$ cat src/rtl/dma_bus_arbiter.sv
// DMA/MPU bus arbiter: stalls the MPU on a read cycle, grants the shared memory
// bus to the DMA for a bounded burst, then guarantees the MPU a minimum gap.
module dma_bus_arbiter #(
    parameter int unsigned MAX_BURST = 16,
    parameter int unsigned MIN_GAP   = 2
) (
    input  logic        CLK,
    input  logic        RES,
    // MPU side
    input  logic        MPU_R_W,
    input  logic [15:0] MPU_AB,
    input  logic [7:0]  MPU_DB_OUT,
    output logic [7:0]  MPU_DB_IN,
    output logic        MPU_RDY,
    // DMA side
    input  logic        DMA_REQ,
    input  logic        DMA_WE,
    input  logic [15:0] DMA_ADDR,
    input  logic [7:0]  DMA_WDATA,
    input  logic        DMA_LAST,
    output logic        DMA_GNT,
    output logic [7:0]  DMA_RDATA,
    // Memory side
    output logic [15:0] MEM_ADDR,
    output logic        MEM_WE,
    output logic [7:0]  MEM_WDATA,
    input  logic [7:0]  MEM_RDATA
);

    typedef enum logic [1:0] {
        S_IDLE,
        S_STALL,
        S_GRANT,
        S_RELEASE
    } state_t;

    localparam logic [8:0] LP_MAX_BURST = 9'(MAX_BURST);
    localparam logic [3:0] LP_MIN_GAP   = 4'(MIN_GAP);

    state_t     r_state;
    state_t     w_state_next;
    logic [7:0] r_burst;
    logic [7:0] w_burst_next;
    logic [3:0] r_gap;
    logic [3:0] w_gap_next;
    logic [8:0] w_burst_inc;
    logic       w_dma_owner;

    // 9-bit increment so MAX_BURST=256 is reachable with an 8-bit counter
    assign w_burst_inc = {1'b0, r_burst} + 9'd1;

    always_ff @(posedge CLK or posedge RES) begin
        if (RES) begin
            r_state <= S_IDLE;
            r_burst <= '0;
            r_gap   <= '0;
        end else begin
            r_state <= w_state_next;
            r_burst <= w_burst_next;
            r_gap   <= w_gap_next;
        end
    end

    always_comb begin
        w_state_next = r_state;
        w_burst_next = r_burst;
        w_gap_next   = r_gap;
        case (r_state)
            S_IDLE: begin
                if (r_gap != '0) begin
                    w_gap_next = r_gap - 4'd1;
                end
                if (DMA_REQ && (r_gap == '0)) begin
                    w_state_next = S_STALL;
                end
            end
            S_STALL: begin
                // An MPU write ignores RDY, so the grant waits for a read cycle
                if (!DMA_REQ) begin
                    w_state_next = S_RELEASE;
                end else if (MPU_R_W) begin
                    w_state_next = S_GRANT;
                    w_burst_next = '0;
                end
            end
            S_GRANT: begin
                if (DMA_REQ) begin
                    w_burst_next = w_burst_inc[7:0];
                    if (DMA_LAST || (w_burst_inc == LP_MAX_BURST)) begin
                        w_state_next = S_RELEASE;
                    end
                end else begin
                    w_state_next = S_RELEASE;
                end
            end
            S_RELEASE: begin
                w_gap_next   = LP_MIN_GAP;
                w_state_next = S_IDLE;
            end
            default: begin
                w_state_next = S_IDLE;
            end
        endcase
    end

    assign w_dma_owner = (r_state == S_GRANT);

    assign MPU_RDY   = (r_state == S_IDLE);
    assign DMA_GNT   = w_dma_owner;
    assign MEM_ADDR  = w_dma_owner ? DMA_ADDR  : MPU_AB;
    assign MEM_WDATA = w_dma_owner ? DMA_WDATA : MPU_DB_OUT;
    assign MEM_WE    = w_dma_owner ? (DMA_WE & DMA_REQ) : ~MPU_R_W;
    assign MPU_DB_IN = MEM_RDATA;
    assign DMA_RDATA = MEM_RDATA;

endmodule

$ cat config.mk
export PLATFORM = sky130hd
export DESIGN_NAME = dma_bus_arbiter
export DESIGN_NICKNAME = d
export VERILOG_FILES = /design/src/rtl/dma_bus_arbiter.sv
export SDC_FILE = /design/constraint.sdc
export NUM_CORES = 1
export LEC_CHECK = 0
export ABC_AREA = 0
export CAP_MARGIN = 20
export CELL_PAD_IN_SITES_DETAIL_PLACEMENT = 0
export CELL_PAD_IN_SITES_GLOBAL_PLACEMENT = 1
export CORE_MARGIN = 2
export CORE_UTILIZATION = 25
export DETAILED_ROUTE_END_ITERATION = 7
export GPL_TIMING_DRIVEN = 1
export PLACE_DENSITY_LB_ADDON = 0.1
export REMOVE_ABC_BUFFERS = 1
export SYNTH_ARGS = -nofsm -noshare
export SYNTH_HDL_FRONTEND = slang
export SYNTH_SLANG_ARGS = --single-unit
$ cat constraint.sdc
create_clock -name CLK -period 3.8 [get_ports CLK]
set_input_delay 0.38 -clock CLK [delete_from_list [all_inputs] [get_ports CLK]]
set_output_delay 0.38 -clock CLK [all_outputs]
set_load 0.01 [all_outputs]
==> impl_metrics.tcl <==
set metrics [dict create \
    antenna_found_initial 0 \
    utilization_pct 42.1 \
    p_int_uw 729 \
    synth_top_area_share_pct 25.8 \
    yosysWarnings 0 \
    ys.flop_type "dfrtp_1" \
    numCtsBuffers 3 \
    nets 283 \
    viasPerCell 4.70 \
    portBuffers 80 \
    cts_max_level 1 \
    clockPowerShare_pct 12.5 \
    pwr-share-comb_pct 65.6 \
    cts_tree "built" \
    die_y_um 77.8 \
    cp.required_ns 3.42 \
    synth-seq-cells 14 \
    place.gp.congestion 0.797 \
    crit_arrival_ns 2.11 \
    die_area_mm2 0.00605 \
    grt-ovfl-total 0 \
    gr-usage-all-layers_pct 13.9 \
    design.core.area_mm2 0.00517 \
    finalSetupTns_ns 0 \
    period_minus_slack_ns 2.49 \
    post-dp-hpwl_um 3340 \
    synth_edf_count 0 \
    ant_nets 0 \
    drt_iter0_drc 41 \
    first_pass_iters 4 \
    dpl-instance-area_mm2 0.00212 \
    grt_setup_unrepaired "false" \
    synth.cell_area_mm2 0.00136 \
    hp-class "input pin to async pin" \
    cts_setup_buffers 0 \
    swShare_pct 38.0 \
    root_buffer "clkbuf_8" \
    clk_latency_ns 0.24 \
    clkSinkCount 14 \
    worstPathMaxFanout 24 \
    syn_to_final_growth_pct 60.3 \
    finalHoldViolations 0 \
    power_uw 1180 \
    cts_resized 0 \
    synthTopCellsByCount "27 x mux2_2, 16 x buf_4, 14 x dfrtp_1" \
    async_reset_ff_share_pct 100 \
    powerDensity_mw_per_mm2 539 \
    ios 105 \
    maxCapViolCount 0 \
    cts.clk_slew.worst_paths_ns 0.06 \
    seq_power_share_pct 21.9 \
    syn_area_per_cell_um2 9.19 \
    final_area_mm2 0.00218 \
    fin_skew_ns 0.00542 \
    cts.path.max_buffers 2 \
    criticalPathCategory "flip-flop to output pin" \
    synth_area_leaders "dfrtp_1 26%, mux2_2 22%, buf_4 8.8%" \
    drc 0 \
    grt_pass1_vias 1483 \
    wl_per_cell_um 14.5 \
    synth_top_area_cell "dfrtp_1" \
    diodes 0 \
    synth.distinct_cells 38 \
    slew_headroom_pct 60.9 \
    grt_pass1_wl_um 6800 \
    min_period_over_period_pct 65.6 \
    p_leak_uw 0.000859 \
    worst_pin_slew_ns 0.583 \
    die_x_um 77.8 \
    cts_hold_buf 0 \
    startpoint_type "flip-flop" \
    seq_area_frac_synth_pct 25.8 \
    p_sw_uw 446 \
    fmax_mhz 401 \
    rows 26 \
    synth_most_common_cell "mux2_2" \
    grt_max_degree 25 \
    synthCells 148 \
    finalMaxSlewViolations 0 \
    setup_violations 0 \
    start_util_pct 26.3 \
    status "finished clean" \
    drive_gt1_share_pct 18.3 \
    peakVddDrop_v 0.000239 \
    routed_wl_um 4120 \
    crit_path_end_kind "output pin" \
    vias 1331 \
]
-- metrics by stage --
step	hold slack [ns]	worst slack, ns	std cells
6_report	0.483	1.31	283
5_1_grt	0.566	1.16	283
4_1_cts	0.517	1.26	283
3_5_place_dp	0.567	1.55	279
3_3_place_gp	0.544	1.58	279
2_1_floorplan	0.269	1.26	127
-- logic make-up after synthesis --
kind of cell / after synthesis / synth area share [%]
and+or+nand+nor: 42 / 16.7
muxes: 30 / 24.7
buffers and inverters: 28 / 12.1
AOI/OAI and AO/OA: 26 / 13.5
DFF: 14 / 25.8
adders and majority gates: 7 / 6.44
xor gates and xnor gates: 1 / 0.644
-- flip-flops by register name, summed over array words and instances (netlist names) --
| name | count |
|---|---|
| r_burst | 8 |
| r_gap | 4 |
| r_state | 2 |
-- worst max-delay path, stage by stage, from the launching register on --
cell	delay, ns
dfrtp_1	0.42
inv_1	0.12
ha_1	0.18
buf_4	0.28
mux2_2	0.37
clkdlybuf4s50_1	0.48
-- area by class of cell --
type,instances,area (um2)
Clock buffer,4,55.1
Fill cell,498,2990
Timing Repair Buffer,82,816
Multi-Input combinational cell,106,845
Inverter,7,26.3
Sequential cell,14,350
Tap cell,70,87.6
-- placed cells by master (no fill, tap or decap), types with 2 or more instances in the layout --
cell / netlist / final
nor3_1: 4 / 4
clkbuf_8: 0 / 4
nand3_1: 5 / 5
a22o_1: 3 / 3
buf_4: 16 / 2
a21oi_1: 5 / 5
mux2_1: 2 / 2
mux2_2: 27 / 27
dfrtp_1: 14 / 14
nand3_2: 2 / 2
ha_1: 7 / 7
nor3b_1: 4 / 4
a22oi_1: 2 / 2
nand2_1: 11 / 11
nor2_1: 8 / 8
clkdlybuf4s50_1: 0 / 80
inv_1: 7 / 7
o21ai_0: 6 / 6
-- final timing paths --
| check | to | slack (ns) | cells past startpoint | startpoint |
|---|---|---|---|---|
| max in group asynchronous | r_burst[7] | 2.95 | 2 | RES |
| min in group CLK | r_gap[1] | 0.57 | 2 | r_gap[1] |
| min reg2reg | r_gap[1] | 0.57 | 2 | r_gap[1] |
| min | r_burst[4] | 0.48 | 2 | RES |
| max | MEM_ADDR[1] | 1.31 | 5 | r_state[0] |
| max reg2reg | r_state[0] | 1.78 | 7 | r_state[0] |
-- metal layers --
metal	wire [um]	global-route usage [%]	share of wire [%]	up-vias
li1	-	-	-	650
met1	1570	15.7	38	592
met2	1870	22.0	45	87
met3	655	9.07	16	2
met4	27	2.68	0.66	0
met5	0	0	0	-
-- power by group through the flow --
stage | Clock [uW] | Sequential [uW] | Combinational, uW
after floorplan | 0 | 245 | 446
after global placement | 0 | 256 | 768
after detailed placement | 0 | 260 | 777
after CTS | 152 | 258 | 784
after global routing | 160 | 270 | 846
final | 146 | 258 | 771
Note: power is estimated with default switching activity, not from simulation.
